==> config.mk <==
export PLATFORM = sky130hd
export DESIGN_NAME = link_frame_receiver_flat
export DESIGN_NICKNAME = d
export VERILOG_FILES = /design/src/rtl/link_pkg.sv /design/src/rtl/link_frame_receiver_if.sv /design/src/rtl/link_sync.sv /design/src/rtl/link_frame_receiver.sv /design/src/flat_wrapper.sv
export SDC_FILE = /design/constraint.sdc
export NUM_CORES = 1
export LEC_CHECK = 0
export CAP_MARGIN = 20
export CORE_MARGIN = 2
export CORE_UTILIZATION = 55
export DETAILED_ROUTE_END_ITERATION = 6
export GPL_TIMING_DRIVEN = 0
export PLACE_DENSITY = 0.88
export SLEW_MARGIN = 0
export SYNTH_ARGS = -nofsm -noshare
export SYNTH_HDL_FRONTEND = slang
export SYNTH_SLANG_ARGS = --single-unit
==> constraint.sdc <==
create_clock -name clk -period 5.22 [get_ports clk]
set_clock_uncertainty 0.1 [all_clocks]
set_input_delay 1.044 -clock clk [delete_from_list [all_inputs] [get_ports clk]]
set_output_delay 1.044 -clock clk [all_outputs]
set_load 0.01 [all_outputs]
==> src/rtl/link_pkg.sv <==
// Shared definitions for the two-lane serial link (transmitter and receiver).
// Holds the frame length default, cycle-count derivation and FSM encoding.
package link_pkg;

    localparam int   FRAME_BITS_DEF = 49;
    localparam logic LANE_IDLE      = 1'b1;

    typedef enum logic [1:0] {
        ST_IDLE = 2'd0,
        ST_DATA = 2'd1,
        ST_STOP = 2'd2
    } link_state_t;

    // Two bits move per link cycle, so an odd frame needs one half-used cycle.
    function automatic int ncyc(input int frame_bits);
        return (frame_bits + 1) / 2;
    endfunction

endpackage

==> src/rtl/link_frame_receiver_if.sv <==
// Pin-side and frame-side signals of the link receiver.
// The slave modport is the receiver; the master modport drives the lanes.
interface link_frame_receiver_if
    import link_pkg::*;
#(
    parameter int FRAME_BITS = FRAME_BITS_DEF
) ();

    logic                    en;
    logic                    rx_port1;
    logic                    rx_port2;
    logic [0:FRAME_BITS-1]   recv_data;
    logic                    recv_ok;
    logic                    frame_err;
    logic                    rx_busy;

    modport master (
        output en, rx_port1, rx_port2,
        input  recv_data, recv_ok, frame_err, rx_busy
    );

    modport slave (
        input  en, rx_port1, rx_port2,
        output recv_data, recv_ok, frame_err, rx_busy
    );

endinterface

==> src/rtl/link_sync.sv <==
// Multi-stage lane synchronizer; resets to the lane idle level so that
// reset release can never look like a start condition.
module link_sync
    import link_pkg::*;
#(
    parameter int STAGES = 2
) (
    input  logic clk,
    input  logic rst,
    input  logic d,
    output logic q
);

    logic [STAGES-1:0] sync_reg;

    always_ff @(posedge clk or posedge rst) begin
        if (rst) begin
            sync_reg <= {STAGES{LANE_IDLE}};
        end else begin
            sync_reg <= {sync_reg[STAGES-2:0], d};
        end
    end

    assign q = sync_reg[STAGES-1];

endmodule

==> src/rtl/link_frame_receiver.sv <==
// Two-lane link deserializer: detects start, collects one frame, checks stop
// and publishes the frame with a one-cycle recv_ok (or frame_err) pulse.
module link_frame_receiver
    import link_pkg::*;
#(
    parameter int FRAME_BITS  = FRAME_BITS_DEF,
    parameter int SYNC_STAGES = 2
) (
    input  logic                  clk,
    input  logic                  rst,
    link_frame_receiver_if.slave  bus
);

    localparam int NCYC  = ncyc(FRAME_BITS);
    localparam int CNT_W = $clog2(NCYC + 1);

    logic s1;
    logic s2;

    link_sync #(.STAGES(SYNC_STAGES)) u_sync1 (.clk(clk), .rst(rst), .d(bus.rx_port1), .q(s1));
    link_sync #(.STAGES(SYNC_STAGES)) u_sync2 (.clk(clk), .rst(rst), .d(bus.rx_port2), .q(s2));

    link_state_t           state_reg, state_next;
    logic [CNT_W-1:0]      cnt_reg, cnt_next;
    logic [0:FRAME_BITS-1] shift_reg, shift_next;
    logic [0:FRAME_BITS-1] recv_data_reg, recv_data_next;
    logic                  recv_ok_reg, recv_ok_next;
    logic                  frame_err_reg, frame_err_next;
    logic                  rx_busy_reg;
    logic                  shift_load;

    assign shift_load = (state_reg == ST_DATA) && bus.en;

    // Bit 2k comes from lane 1 and bit 2k+1 from lane 2 during data cycle k;
    // an odd frame simply has no slot for lane 2 in its last cycle.
    genvar gi;
    generate
        for (gi = 0; gi < FRAME_BITS; gi++) begin : g_bit
            if ((gi % 2) == 0) begin : g_even
                assign shift_next[gi] = (shift_load && cnt_reg == CNT_W'(gi / 2)) ? s1 : shift_reg[gi];
            end else begin : g_odd
                assign shift_next[gi] = (shift_load && cnt_reg == CNT_W'(gi / 2)) ? s2 : shift_reg[gi];
            end
        end
    endgenerate

    always_ff @(posedge clk or posedge rst) begin
        if (rst) begin
            state_reg     <= ST_IDLE;
            cnt_reg       <= '0;
            shift_reg     <= '0;
            recv_data_reg <= '0;
            recv_ok_reg   <= 1'b0;
            frame_err_reg <= 1'b0;
            rx_busy_reg   <= 1'b0;
        end else begin
            state_reg     <= state_next;
            cnt_reg       <= cnt_next;
            shift_reg     <= shift_next;
            recv_data_reg <= recv_data_next;
            recv_ok_reg   <= recv_ok_next;
            frame_err_reg <= frame_err_next;
            rx_busy_reg   <= (state_next != ST_IDLE);
        end
    end

    always_comb begin
        state_next = state_reg;
        cnt_next   = cnt_reg;
        case (state_reg)
            ST_IDLE: begin
                if (bus.en && !s1 && !s2) begin
                    state_next = ST_DATA;
                    cnt_next   = '0;
                end
            end
            ST_DATA: begin
                if (!bus.en) begin
                    state_next = ST_IDLE;
                end else if (cnt_reg == CNT_W'(NCYC - 1)) begin
                    state_next = ST_STOP;
                    cnt_next   = '0;
                end else begin
                    cnt_next = cnt_reg + 1'b1;
                end
            end
            ST_STOP: state_next = ST_IDLE;
            default: state_next = ST_IDLE;
        endcase
    end

    // Disabled receiver drops a frame silently, even in the stop cycle.
    always_comb begin
        recv_ok_next   = (state_reg == ST_STOP) && bus.en && s1 && s2;
        frame_err_next = (state_reg == ST_STOP) && bus.en && !(s1 && s2);
        recv_data_next = recv_ok_next ? shift_reg : recv_data_reg;
    end

    assign bus.recv_data = recv_data_reg;
    assign bus.recv_ok   = recv_ok_reg;
    assign bus.frame_err = frame_err_reg;
    assign bus.rx_busy   = rx_busy_reg;

endmodule

==> src/flat_wrapper.sv <==
// flat-port wrapper written by rule: the top's interface ports become plain ports
module link_frame_receiver_flat import link_pkg::*;
#(
    parameter int FRAME_BITS  = FRAME_BITS_DEF,
    parameter int SYNC_STAGES = 2
)
  (clk, rst, bus_en, bus_rx_port1, bus_rx_port2, bus_recv_data, bus_recv_ok, bus_frame_err, bus_rx_busy);
  link_frame_receiver_if #(.FRAME_BITS(FRAME_BITS)) bus_i ();
  input  logic clk;
  input  logic rst;
  input wire logic [$bits(bus_i.en)-1:0] bus_en;
  input wire logic [$bits(bus_i.rx_port1)-1:0] bus_rx_port1;
  input wire logic [$bits(bus_i.rx_port2)-1:0] bus_rx_port2;
  output wire logic [$bits(bus_i.recv_data)-1:0] bus_recv_data;
  output wire logic [$bits(bus_i.recv_ok)-1:0] bus_recv_ok;
  output wire logic [$bits(bus_i.frame_err)-1:0] bus_frame_err;
  output wire logic [$bits(bus_i.rx_busy)-1:0] bus_rx_busy;
  assign bus_i.en = bus_en;
  assign bus_i.rx_port1 = bus_rx_port1;
  assign bus_i.rx_port2 = bus_rx_port2;
  assign bus_recv_data = bus_i.recv_data;
  assign bus_recv_ok = bus_i.recv_ok;
  assign bus_frame_err = bus_i.frame_err;
  assign bus_rx_busy = bus_i.rx_busy;
  link_frame_receiver #(.FRAME_BITS(FRAME_BITS), .SYNC_STAGES(SYNC_STAGES)) u_core (.clk(clk), .rst(rst), .bus(bus_i));
endmodule
### After elaboration in Yosys (flattened, before gate mapping)

Cells that the tools add are included.

| storage, ports and cells | value |
|---|---|
| bits in registers | 112 |
| input bits | 5 |
| output and inout bits | 52 |
| word-level logic and storage cells | 111 |

| cells by class | value |
|---|---|
| add/subtract/negate cells | 1 |
| equality and inequality tests | 28 |
| multiplexer cells | 8 |
| reduce and logical (&&, ||, !) cells | 41 |

Operators by type and width:

| cell | number |
|---|---|
| $eq 5x5->1 const B | 9 |
| $eq 5x4->1 const B | 8 |
| $logic_and 1x1->1 | 33 |
| $eq 5x3->1 const B | 4 |
| $mux 5 | 3 |
| $eq 5x2->1 const B | 2 |
| $pmux 5 s2 | 1 |
| $mux 2 | 3 |
| $add 5x1->5 const B | 1 |
| $eq 5x1->1 const B | 1 |
| $logic_not 5->1 | 1 |
| $pmux 2 s2 | 1 |
| $reduce_bool 2->1 | 2 |
| $logic_not 1->1 | 3 |
| $reduce_and 3->1 | 1 |
| $eq 2x1->1 const B | 1 |
| $eq 2x2->1 const B | 1 |
| $logic_not 2->1 | 1 |
| $ne 2x1->1 const B | 1 |
| $ne 2x2->1 const B | 1 |

### Logic depth before layout (Yosys ltp)

Gate-level depths: netlist of run 1.

| logic depth | value |
|---|---|
| word-level depth | 6 |
| depth in mapped cells | 5 |
| depth with buffers taken out | 5 |

### Cells and area by module

A second synthesis of run 1 with hierarchy kept.

| second synthesis, totals | value |
|---|---|
| cells, all modules | 296 |
| area total of the unflattened synthesis | 4573.1 um^2 |

By module, submodules not included:

| module | instances | cells each | area each (um^2) |
|---|---|---|---|
| link_frame_receiver | 1 | 290 | 4460.5 |
| link_sync | 2 | 3 | 56.3 |

### Worst setup path before layout of run 1

OpenSTA, ideal clock, no wires.

| path | value |
|---|---|
| path type | input to register |
| start point | input bus_en |
| end point | register u_core.recv_data_reg (netlist bit u_core.bus.recv_data[0]) |
| setup time | 0.125 ns |
| arrival time | 1.879 ns |
| slack | 3.116 ns |
| cell stages on the path | 4 |
| buffers on the path | 1 |
| path through | nand3b_1 nor2_2 buf_6 mux2_2 |

| between the ends | value |
|---|---|
| word-level cells in the longest chain between the ends | 3 |

Ends and longest elaborated chain:

| what | RTL line | source |
|---|---|---|
| from (decl) | flat_wrapper.sv:11 | `input wire logic [$bits(bus_i.en)-1:0] bus_en;` |
| $logic_and 1x1->1 (3 in series) | link_frame_receiver.sv:94 | `recv_ok_next = (state_reg == ST_STOP) && bus.en && s1 && s2;` |
| to (signal assigned) | link_frame_receiver.sv:60 | `recv_data_reg <= recv_data_next;` |
| to (decl) | link_frame_receiver.sv:26 | `logic [0:FRAME_BITS-1] recv_data_reg, recv_data_next;` |

Every way passes these cells.
A chain may end at the register's enable or synchronous reset.

### Final worst setup path of run 1

| path | value |
|---|---|
| start point | input bus_en |
| end point | register u_core.recv_data_reg (netlist bit u_core.bus.recv_data[28]) |

| between the ends | value |
|---|---|
| word-level cells in the longest chain between the ends | 3 |

Ends and longest elaborated chain:

| what | RTL line | source |
|---|---|---|
| $logic_and 1x1->1 (3 in series) | link_frame_receiver.sv:94 |  |
| named net u_core.recv_ok_next | link_frame_receiver.sv:27 | `logic recv_ok_reg, recv_ok_next;` |

The timed path passes the listed nets, and every way through them passes these cells.

==> results of run 1 <==
## per-stage QoR
step                      util (%)  cell area, um^2  cells  total power [uW]
after floorplan                  -             4520    292              1140
after global placement        64.4             5210    453              1190
after detailed placement      64.7             5240    454              1210
after CTS                     67.4             5460    470              1750
after global routing          67.4             5460    470              1810
final                         67.4             5460    470              1740
## area by class of cell
type	instances	area share, %
clock inverter	5	1.19
clock buffer	11	2.77
timing repair buffer	57	10.8
multi-input combinational	158	28.8
inverter	6	0.459
tap	105	2.41
buffer	16	2.18
sequential	112	51.5
## per-layer routing
metal  vias up  wire length (um)
met4         0               214
met2        63              4130
met3        17               309
met5         -                 0
li1       1175                 -
met1      1322              3550
## Yosys cell counts (all sizes together)
cell	number	area, um^2
a21oi	2	10.0
and2b	1	7.51
and3	3	18.8
and4b	1	10.0
and4bb	1	16.3
buf	10	95.1
clkbuf	6	23.8
dfrtp	108	2700
dfstp	4	105
ha	5	62.6
inv	6	22.5
mux2	98	1110
nand2	2	7.51
nand2b	1	6.26
nand3	20	150
nand3b	2	15.0
nand4	3	18.8
nand4b	4	35.0
nor2	3	21.3
nor2b	1	6.26
o21ai	4	20.0
o21ba	1	10.0
o221ai	1	8.76
o22ai	2	12.5
o311ai	1	8.76
or2	1	6.26
or3	1	6.26
## path summary, 6_finish.rpt
path	from	to	slack, ns	cells after the start
worst max-delay path	bus_en	u_core.bus.recv_data[28]$_DFFE_PP0P_	2.72	5
worst min-delay path	u_core.u_sync2.sync_reg[0]$_DFF_PP1_	u_core.u_sync2.sync_reg[1]$_DFF_PP1_	0.26	0
worst max register to register	u_core.cnt_reg[0]$_DFFE_PP0P_	u_core.cnt_reg[2]$_DFFE_PP0P_	3.29	5
worst min register to register	u_core.u_sync2.sync_reg[0]$_DFF_PP1_	u_core.u_sync2.sync_reg[1]$_DFF_PP1_	0.26	0
max in group asynchronous	rst	u_core.u_sync1.sync_reg[1]$_DFF_PP1_	3.27	3
min in group asynchronous	rst	u_core.bus.recv_data[12]$_DFFE_PP0P_	0.99	2
## critical path, cell delays in order
cell	delay (ns)
clkdlybuf4s50_1	0.57
nand3b_1	0.17
nor2_2	0.32
buf_6	0.22
mux2_2	0.35
## power breakdown
group / total [uW] / internal, uW / switching, uW / leakage (uW)
clock network: 545 / 251 / 293 / 0.000110
registers: 980 / 939 / 41.0 / 0.00153
logic: 214 / 82.5 / 132 / 0.000967
total: 1740 / 1270 / 466 / 0.00261
## logic make-up (layout without fill, tap and decap cells)
family	Yosys count	after routing
muxes	98	98
and+or+nand+nor	44	44
adders and majority gates	5	5
DFF	112	112
buffers and inverters	22	95
AOI/OAI and AO/OA	11	11
==> impl_metrics.env, run 1 <==
export IMPL_grt_pass1_wl_mm=13.5
export IMPL_use_met1_pct=25.8
export IMPL_multiInputGateArea_mm2=0.00157
export IMPL_coreArea_mm2=0.00809
export IMPL_synth_simple_area_share_pct=7.20
export IMPL_firstDrtPassIters=4
export IMPL_std_cell_rows=33
export IMPL_setup_viol=0
export IMPL_die_w_um=94.6
export IMPL_grt_usage_pct=20.4
export IMPL_dpl_hpwl_mm=5.54
export IMPL_area_delta_synth_final_pct=20.8
export IMPL_wl_per_cell_um=17.5
export IMPL_cts_resized=0
export IMPL_port_buffers=56
export IMPL_grt_pass1_vias=2771
export IMPL_synth_xor_area_share_pct=0
export IMPL_synth_compound_area_share_pct=1.55
export IMPL_met2_usage_pct=33.3
export IMPL_die_area_mm2=0.00896
export IMPL_synth_top_family_by_area="multiplexers"
export IMPL_postCtsHoldBufs=0
export IMPL_ys_types=36
export IMPL_crit_path_end_kind="register"
export IMPL_viasPerCell=5.48
export IMPL_p_leak_uw=0.00261
export IMPL_start_kind="primary input"
export IMPL_cts_buffers=9
export IMPL_timing_final_ws_setup_ns=2.72
export IMPL_final_common_cell="dfrtp_1"
export IMPL_ys_warn_count=0
export IMPL_die_h_um=94.6
export IMPL_maxSlewHeadroom_pct=58.4
export IMPL_cts_htree_levels=3
export IMPL_antenna_found_initial=0
export IMPL_place_congestion=0.803
export IMPL_maxCapViolCount=0
export IMPL_yosysSeqAreaShare_pct=62.1
export IMPL_clk_latency_ns=0.38
export IMPL_cts_tree="built"
export IMPL_antenna_left=0
export IMPL_rsz0062_at_grt="false"
export IMPL_num_vias=2577
export IMPL_cts_buffer_depth=2
export IMPL_grt_overflow=0
export IMPL_clk_pin_slew_ns=0.10
export IMPL_finalHoldViolations=0
export IMPL_synth_mux_area_fraction_pct=24.6
export IMPL_preCtsSetupSlack_ns=2.29
export IMPL_start_util_pct=55.8
export IMPL_crit_required_ns=5.39
export IMPL_syn_avg_cell_area_um2=15.5
export IMPL_grt_use_met3_pct=3.99
export IMPL_worst_slew_pin_slew_ns=0.623
export IMPL_grt_start_max_net_pins=63
export IMPL_io_pins=57
export IMPL_vdd_drop_max_mv=0.199
export IMPL_drcViolationCount=0
export IMPL_detail_route_wirelength_mm=8.20
export IMPL_fin_crit_sh_pct=47.9
export IMPL_finalNetCount=370
export IMPL_top_usage_layer="met2"
export IMPL_drive_gt1_share_pct=33.2
export IMPL_p_per_area_mw_per_mm2=319
export IMPL_hold_worst_slack_ns=0.262
export IMPL_post_cts_buffers=0
export IMPL_synth_seq_cells=112
export IMPL_arrival_ns=2.67
export IMPL_fin_crit_ns=2.50
export IMPL_cts_sinks=112
export IMPL_root_buffer="clkbuf_8"
export IMPL_dr_first_iter_drc_count=103
export IMPL_synthAdderAreaFrac_pct=1.38
export IMPL_fmax_mhz=400
export IMPL_synth_area_mm2=0.00452
export IMPL_tns_ns=0
export IMPL_register_area_mm2=0.00281
export IMPL_outcome="finished clean"
export IMPL_crit_fanout=10
export IMPL_fill_cells=589
export IMPL_path_class="primary input to register"
export IMPL_drv_slew=0
export IMPL_syn_nets=302
export IMPL_layout_common_cells="dfrtp_1 (108), mux2_2 (72), clkdlybuf4s50_1 (56)"
export IMPL_syn_inst=292
export IMPL_n_antenna_cell=0
export IMPL_hold_path_class="register to register"
No activity file was read; power rests on OpenSTA's default activity.
==> run 2, diff against run 1 <==
==> constraint.sdc (replaced) <==
create_clock -name clk -period 2.44 [get_ports clk]
set_clock_uncertainty 0.1 [all_clocks]
set_input_delay 0.488 -clock clk [delete_from_list [all_inputs] [get_ports clk]]
set_output_delay 0.488 -clock clk [all_outputs]
set_load 0.01 [all_outputs]
==> impl_metrics.env, run 2 (synthesis gave the netlist of run 1 again) <==
export IMPL_port_buffers=56
export IMPL_r2r_cells=5
export IMPL_crit_path_end_kind="register"
export IMPL_antenna_left=0
export IMPL_grt_overflow=0
export IMPL_die_area_mm2=0.00896
export IMPL_hold_path_class="register to register"
export IMPL_worst_path_max_delay_cell="clkdlybuf4s50_1"
export IMPL_rsz0062_at_grt="false"
export IMPL_maxSlewHeadroom_pct=63.2
export IMPL_dpl_hpwl_mm=5.58
export IMPL_p_leak_uw=0.00260
export IMPL_fin_util_pct=67.4
export IMPL_preCtsSetupSlack_ns=0.0868
export IMPL_std_cell_rows=33
export IMPL_drive_gt1_share_pct=32.8
export IMPL_path_class="primary input to register"
export IMPL_finalPower_uw=3660
export IMPL_die_h_um=94.6
export IMPL_crit_required_ns=2.59
export IMPL_slowest_delay_ns=0.61
export IMPL_holdPathEnd="u_core.u_sync1.sync_reg[1]$_DFF_PP1_"
export IMPL_detail_route_wirelength_mm=8.09
export IMPL_hold_depth=0
export IMPL_firstDrtPassIters=4
export IMPL_maxCapViolCount=0
export IMPL_coreArea_mm2=0.00809
export IMPL_p_per_area_mw_per_mm2=671
export IMPL_start_util_pct=55.8
export IMPL_cts_htree_levels=3
export IMPL_post_cts_buffers=0
export IMPL_finalHoldViolations=0
export IMPL_regToRegEndpoint="u_core.bus.recv_data[16]$_DFFE_PP0P_"
export IMPL_postCtsHoldBufs=0
export IMPL_drv_slew=0
export IMPL_num_vias=2587
export IMPL_path_cells="clkdlybuf4s50_1 -> nand3b_1 -> nor2_2 -> buf_6 -> mux2_2"
export IMPL_worst_slew_pin_slew_ns=0.551
export IMPL_ff2ff_setup_slack_ns=0.51
export IMPL_tns_ns=0
export IMPL_clk_latency_ns=0.37
export IMPL_area_delta_synth_final_pct=20.7
export IMPL_place_congestion=0.786
export IMPL_antenna_found_initial=0
export IMPL_start_kind="primary input"
export IMPL_cts_sinks=112
export IMPL_grt_pass1_wl_mm=13.5
export IMPL_die_w_um=94.6
export IMPL_drcViolationCount=0
export IMPL_grt_usage_pct=20.0
export IMPL_outcome="finished clean"
export IMPL_wl_per_cell_um=17.2
export IMPL_cts_buffers=9
export IMPL_root_buffer="clkbuf_8"
export IMPL_vdd_drop_max_mv=0.292
export IMPL_grt_pass1_vias=2732
export IMPL_rr_startpoint="u_core.u_sync2.sync_reg[1]$_DFF_PP1_"
export IMPL_postLayoutCellArea_mm2=0.00545
export IMPL_place_area_mm2=0.00525
export IMPL_fin_crit_ns=2.00
export IMPL_hp_start="u_core.u_sync1.sync_reg[0]$_DFF_PP1_"
export IMPL_cts_tree="built"
export IMPL_viasPerCell=5.49
export IMPL_fin_crit_sh_pct=81.9
export IMPL_finalNetCount=371
export IMPL_io_pins=57
export IMPL_n_antenna_cell=0
export IMPL_dr_first_iter_drc_count=187
export IMPL_arrival_ns=2.15
export IMPL_clk_pin_slew_ns=0.10
export IMPL_grt_start_max_net_pins=46
export IMPL_timing_final_ws_setup_ns=0.441
export IMPL_cts_buffer_depth=2
export IMPL_setup_viol=0
export IMPL_fmax_mhz=500
export IMPL_layout_common_cells="dfrtp_1 (108), mux2_2 (72), clkdlybuf4s50_1 (56)"
export IMPL_cts_resized=0
export IMPL_crit_fanout=10
export IMPL_final_common_cell="dfrtp_1"
==> run 2: where the power goes <==
group          internal (uW)  switching [uW]  total (uW)
Sequential              2010            87.3        2100
Clock                    508             599        1110
Combinational            177             281         458
==> run 2: per-layer routing <==
layer	routed length (um)	global-route usage [%]
met5	0	0
met4	192	8.09
met3	445	4.95
met2	3880	32.2
met1	3570	26.2
==> run 2: metrics by stage <==
| stage | hold slack, ns | cells |
|---|---|---|
| final | 0.263 | 471 |
| after detailed placement | 0.249 | 455 |
| after global routing | 0.266 | 471 |
| after global placement | 0.247 | 453 |
| after floorplan | 0.245 | 292 |
| after CTS | 0.264 | 471 |
==> run 2: layout make-up <==
type	instances	area (um^2)
fill	594	2640
buffer	16	119
tap	105	131
inverter	6	26.3
sequential	112	2810
multi-input combinational	158	1570
clock buffer	12	145
clock inverter	4	55.1
timing repair buffer	58	601
==> run 2: critical path: cells and delay by family <==
| family | cells | cell delay, ns |
|---|---|---|
| mux | 1 | 0.35 |
| simple gates | 2 | 0.48 |
| buf+inv | 2 | 0.82 |
==> run 2: worst max-delay path by stage <==
| stage | cells after the start | endpoint | from |
|---|---|---|---|
| 5_1_grt | 5 | u_core.bus.recv_data[16]$_DFFE_PP0P_ | u_core.u_sync2.sync_reg[1]$_DFF_PP1_ |
| 3_5_place_dp | 5 | u_core.bus.recv_data[40]$_DFFE_PP0P_ | bus_en |
| 2_1_floorplan | 1 | u_core.bus.frame_err$_DFF_PP0_ | rst |
| 6_report | 5 | u_core.bus.recv_data[16]$_DFFE_PP0P_ | bus_en |
| 4_1_cts | 5 | u_core.bus.recv_data[16]$_DFFE_PP0P_ | bus_en |
| 3_3_place_gp | 2 | u_core.bus.recv_ok$_DFF_PP0_ | rst |
==> run 3, diff against run 2 <==
==> constraint.sdc (replaced) <==
create_clock -name clk -period 2 [get_ports clk]
set_clock_uncertainty 0.1 [all_clocks]
set_input_delay 0.4 -clock clk [delete_from_list [all_inputs] [get_ports clk]]
set_output_delay 0.4 -clock clk [all_outputs]
set_load 0.01 [all_outputs]
==> impl_metrics.env, run 3 (synthesis gave the netlist of run 1 again) <==
export IMPL_grt_pass1_wl_mm=13.5
export IMPL_dp_cells=455
export IMPL_antenna_found_initial=0
export IMPL_std_cell_rows=33
export IMPL_crit_required_ns=2.15
export IMPL_wl_per_cell_um=17.1
export IMPL_place_congestion=0.786
export IMPL_route_met2_wl_mm=3.88
export IMPL_path_cells="ha_1 -> and3_1 -> ha_1 -> nand4b_1 -> mux2_2"
export IMPL_hold_path_class="register to register"
export IMPL_p_leak_uw=0.00260
export IMPL_die_area_mm2=0.00896
export IMPL_setup_viol=0
export IMPL_clk_pin_slew_ns=0.10
export IMPL_dpl_hpwl_mm=5.58
export IMPL_crit_top_cell="ha_1"
export IMPL_fin_cells=471
export IMPL_start_util_pct=55.8
export IMPL_num_vias=2571
export IMPL_drcViolationCount=0
export IMPL_drive_gt1_share_pct=32.8
export IMPL_cts_buffers=9
export IMPL_dr_first_iter_drc_count=175
export IMPL_postCtsHoldBufs=0
export IMPL_arrival_ns=2.06
export IMPL_crit_path_end_kind="register"
export IMPL_viasPerCell=5.46
export IMPL_final_common_cell="dfrtp_1"
export IMPL_worst_slew_pin_slew_ns=0.550
export IMPL_hold_worst_slack_ns=0.263
export IMPL_die_h_um=94.6
export IMPL_maxCapViolCount=0
export IMPL_finalHoldViolations=0
export IMPL_coreArea_mm2=0.00809
export IMPL_n_antenna_cell=0
export IMPL_maxSlewHeadroom_pct=63.2
export IMPL_detail_route_wirelength_mm=8.07
export IMPL_grt_usage_pct=20.0
export IMPL_fin_crit_ns=1.91
export IMPL_topRoutingLayerUsed="met4"
export IMPL_clk_latency_ns=0.37
export IMPL_cts_sinks=112
export IMPL_crit_fanout=7
export IMPL_cts_tree="built"
export IMPL_wl_met3_um=436
export IMPL_io_pins=57
export IMPL_root_buffer="clkbuf_8"
export IMPL_grt_pass1_vias=2732
export IMPL_vdd_drop_max_mv=0.357
export IMPL_path_delay_family="adder cells"
export IMPL_start_kind="register"
export IMPL_area_delta_synth_final_pct=20.8
export IMPL_postLayoutCellArea_mm2=0.00546
export IMPL_rsz0062_at_grt="false"
export IMPL_outcome="finished clean"
export IMPL_place_area_mm2=0.00525
export IMPL_antenna_left=0
export IMPL_fin_crit_sh_pct=95.3
export IMPL_drv_slew=0
export IMPL_grt_overflow=0
export IMPL_layout_common_cells="dfrtp_1 (108), mux2_2 (72), clkdlybuf4s50_1 (56)"
export IMPL_slowest_delay_ns=0.44
export IMPL_die_w_um=94.6
export IMPL_port_buffers=56
export IMPL_path_class="register to register"
export IMPL_p_per_area_mw_per_mm2=818
export IMPL_cts_buffer_depth=2
export IMPL_fmax_mhz=525
export IMPL_finalPower_uw=4460
export IMPL_cts_htree_levels=3
export IMPL_grt_start_max_net_pins=46
export IMPL_crit_buf_inv=0
export IMPL_firstDrtPassIters=4
export IMPL_post_cts_buffers=0
export IMPL_finalNetCount=371
export IMPL_wl_met1_mm=3.56
export IMPL_worst_path_max_delay_cell="dfrtp_1"
==> run 3: cell counts in the layout (fill, tap and decap cells not counted) <==
No cell type changed its count.
==> run 3: layer usage <==
metal  vias to the layer above  track usage [%]
met2                        81             32.2
met5                         -                0
met3                        16             4.95
met4                         0             8.09
li1                       1177                -
met1                      1297             26.2
==> run 3: cell type report <==
class / count / area, um^2
clock inverters: 4 / 55.1
inverters: 6 / 26.3
plain buffers: 16 / 119
repair buffers: 58 / 601
clock buffers: 12 / 145
well taps: 105 / 131
fillers: 594 / 2630
multi-input cells: 158 / 1570
flip-flops and latches: 112 / 2810
==> run 3: what timing repair did <==
| action | CTS | global route |
|---|---|---|
| setup endpoints to repair | 0 | 50 |
| gates resized for setup | 0 | 2 |
| hold endpoints to repair | 0 | 0 |
==> run 3: metrics by stage <==
step	utilization, %	setup TNS, ns	setup WS (ns)
final	67.5	0	0.0944
after global routing	67.5	0	0.0211
after CTS	67.4	0	0.0458
after detailed placement	64.9	-16.24	-0.265
after global placement	64.4	-100.79	-0.807
after floorplan	-	0	0.146
==> run 3: worst register-to-register path: stages, from the launching register on <==
cell and delay [ns]:
dfrtp_1 0.44, ha_1 0.36, and3_1 0.25, ha_1 0.17
nand4b_1 0.13, mux2_2 0.35
==> run 3: where the power goes <==
part           internal [uW]  switching (uW)  total [uW]
combinational            217             342         559
sequential              2450             107        2560
clock                    619             725        1340
total                   3290            1170        4460
==> run 3: worst paths after layout <==
kind	slack, ns	startpoint	cells after the start	to
max in group asynchronous	0.83	rst	3	u_core.u_sync2.sync_reg[0]$_DFF_PP1_
hold / removal	0.26	u_core.u_sync1.sync_reg[0]$_DFF_PP1_	0	u_core.u_sync1.sync_reg[1]$_DFF_PP1_
setup / recovery	0.09	u_core.cnt_reg[0]$_DFFE_PP0P_	5	u_core.shift_reg[30]$_DFFE_PP0P_
min in group asynchronous	0.32	rst	2	u_core.bus.recv_data[0]$_DFFE_PP0P_
setup reg to reg	0.09	u_core.cnt_reg[0]$_DFFE_PP0P_	5	u_core.shift_reg[30]$_DFFE_PP0P_
hold reg to reg	0.26	u_core.u_sync1.sync_reg[0]$_DFF_PP1_	0	u_core.u_sync1.sync_reg[1]$_DFF_PP1_
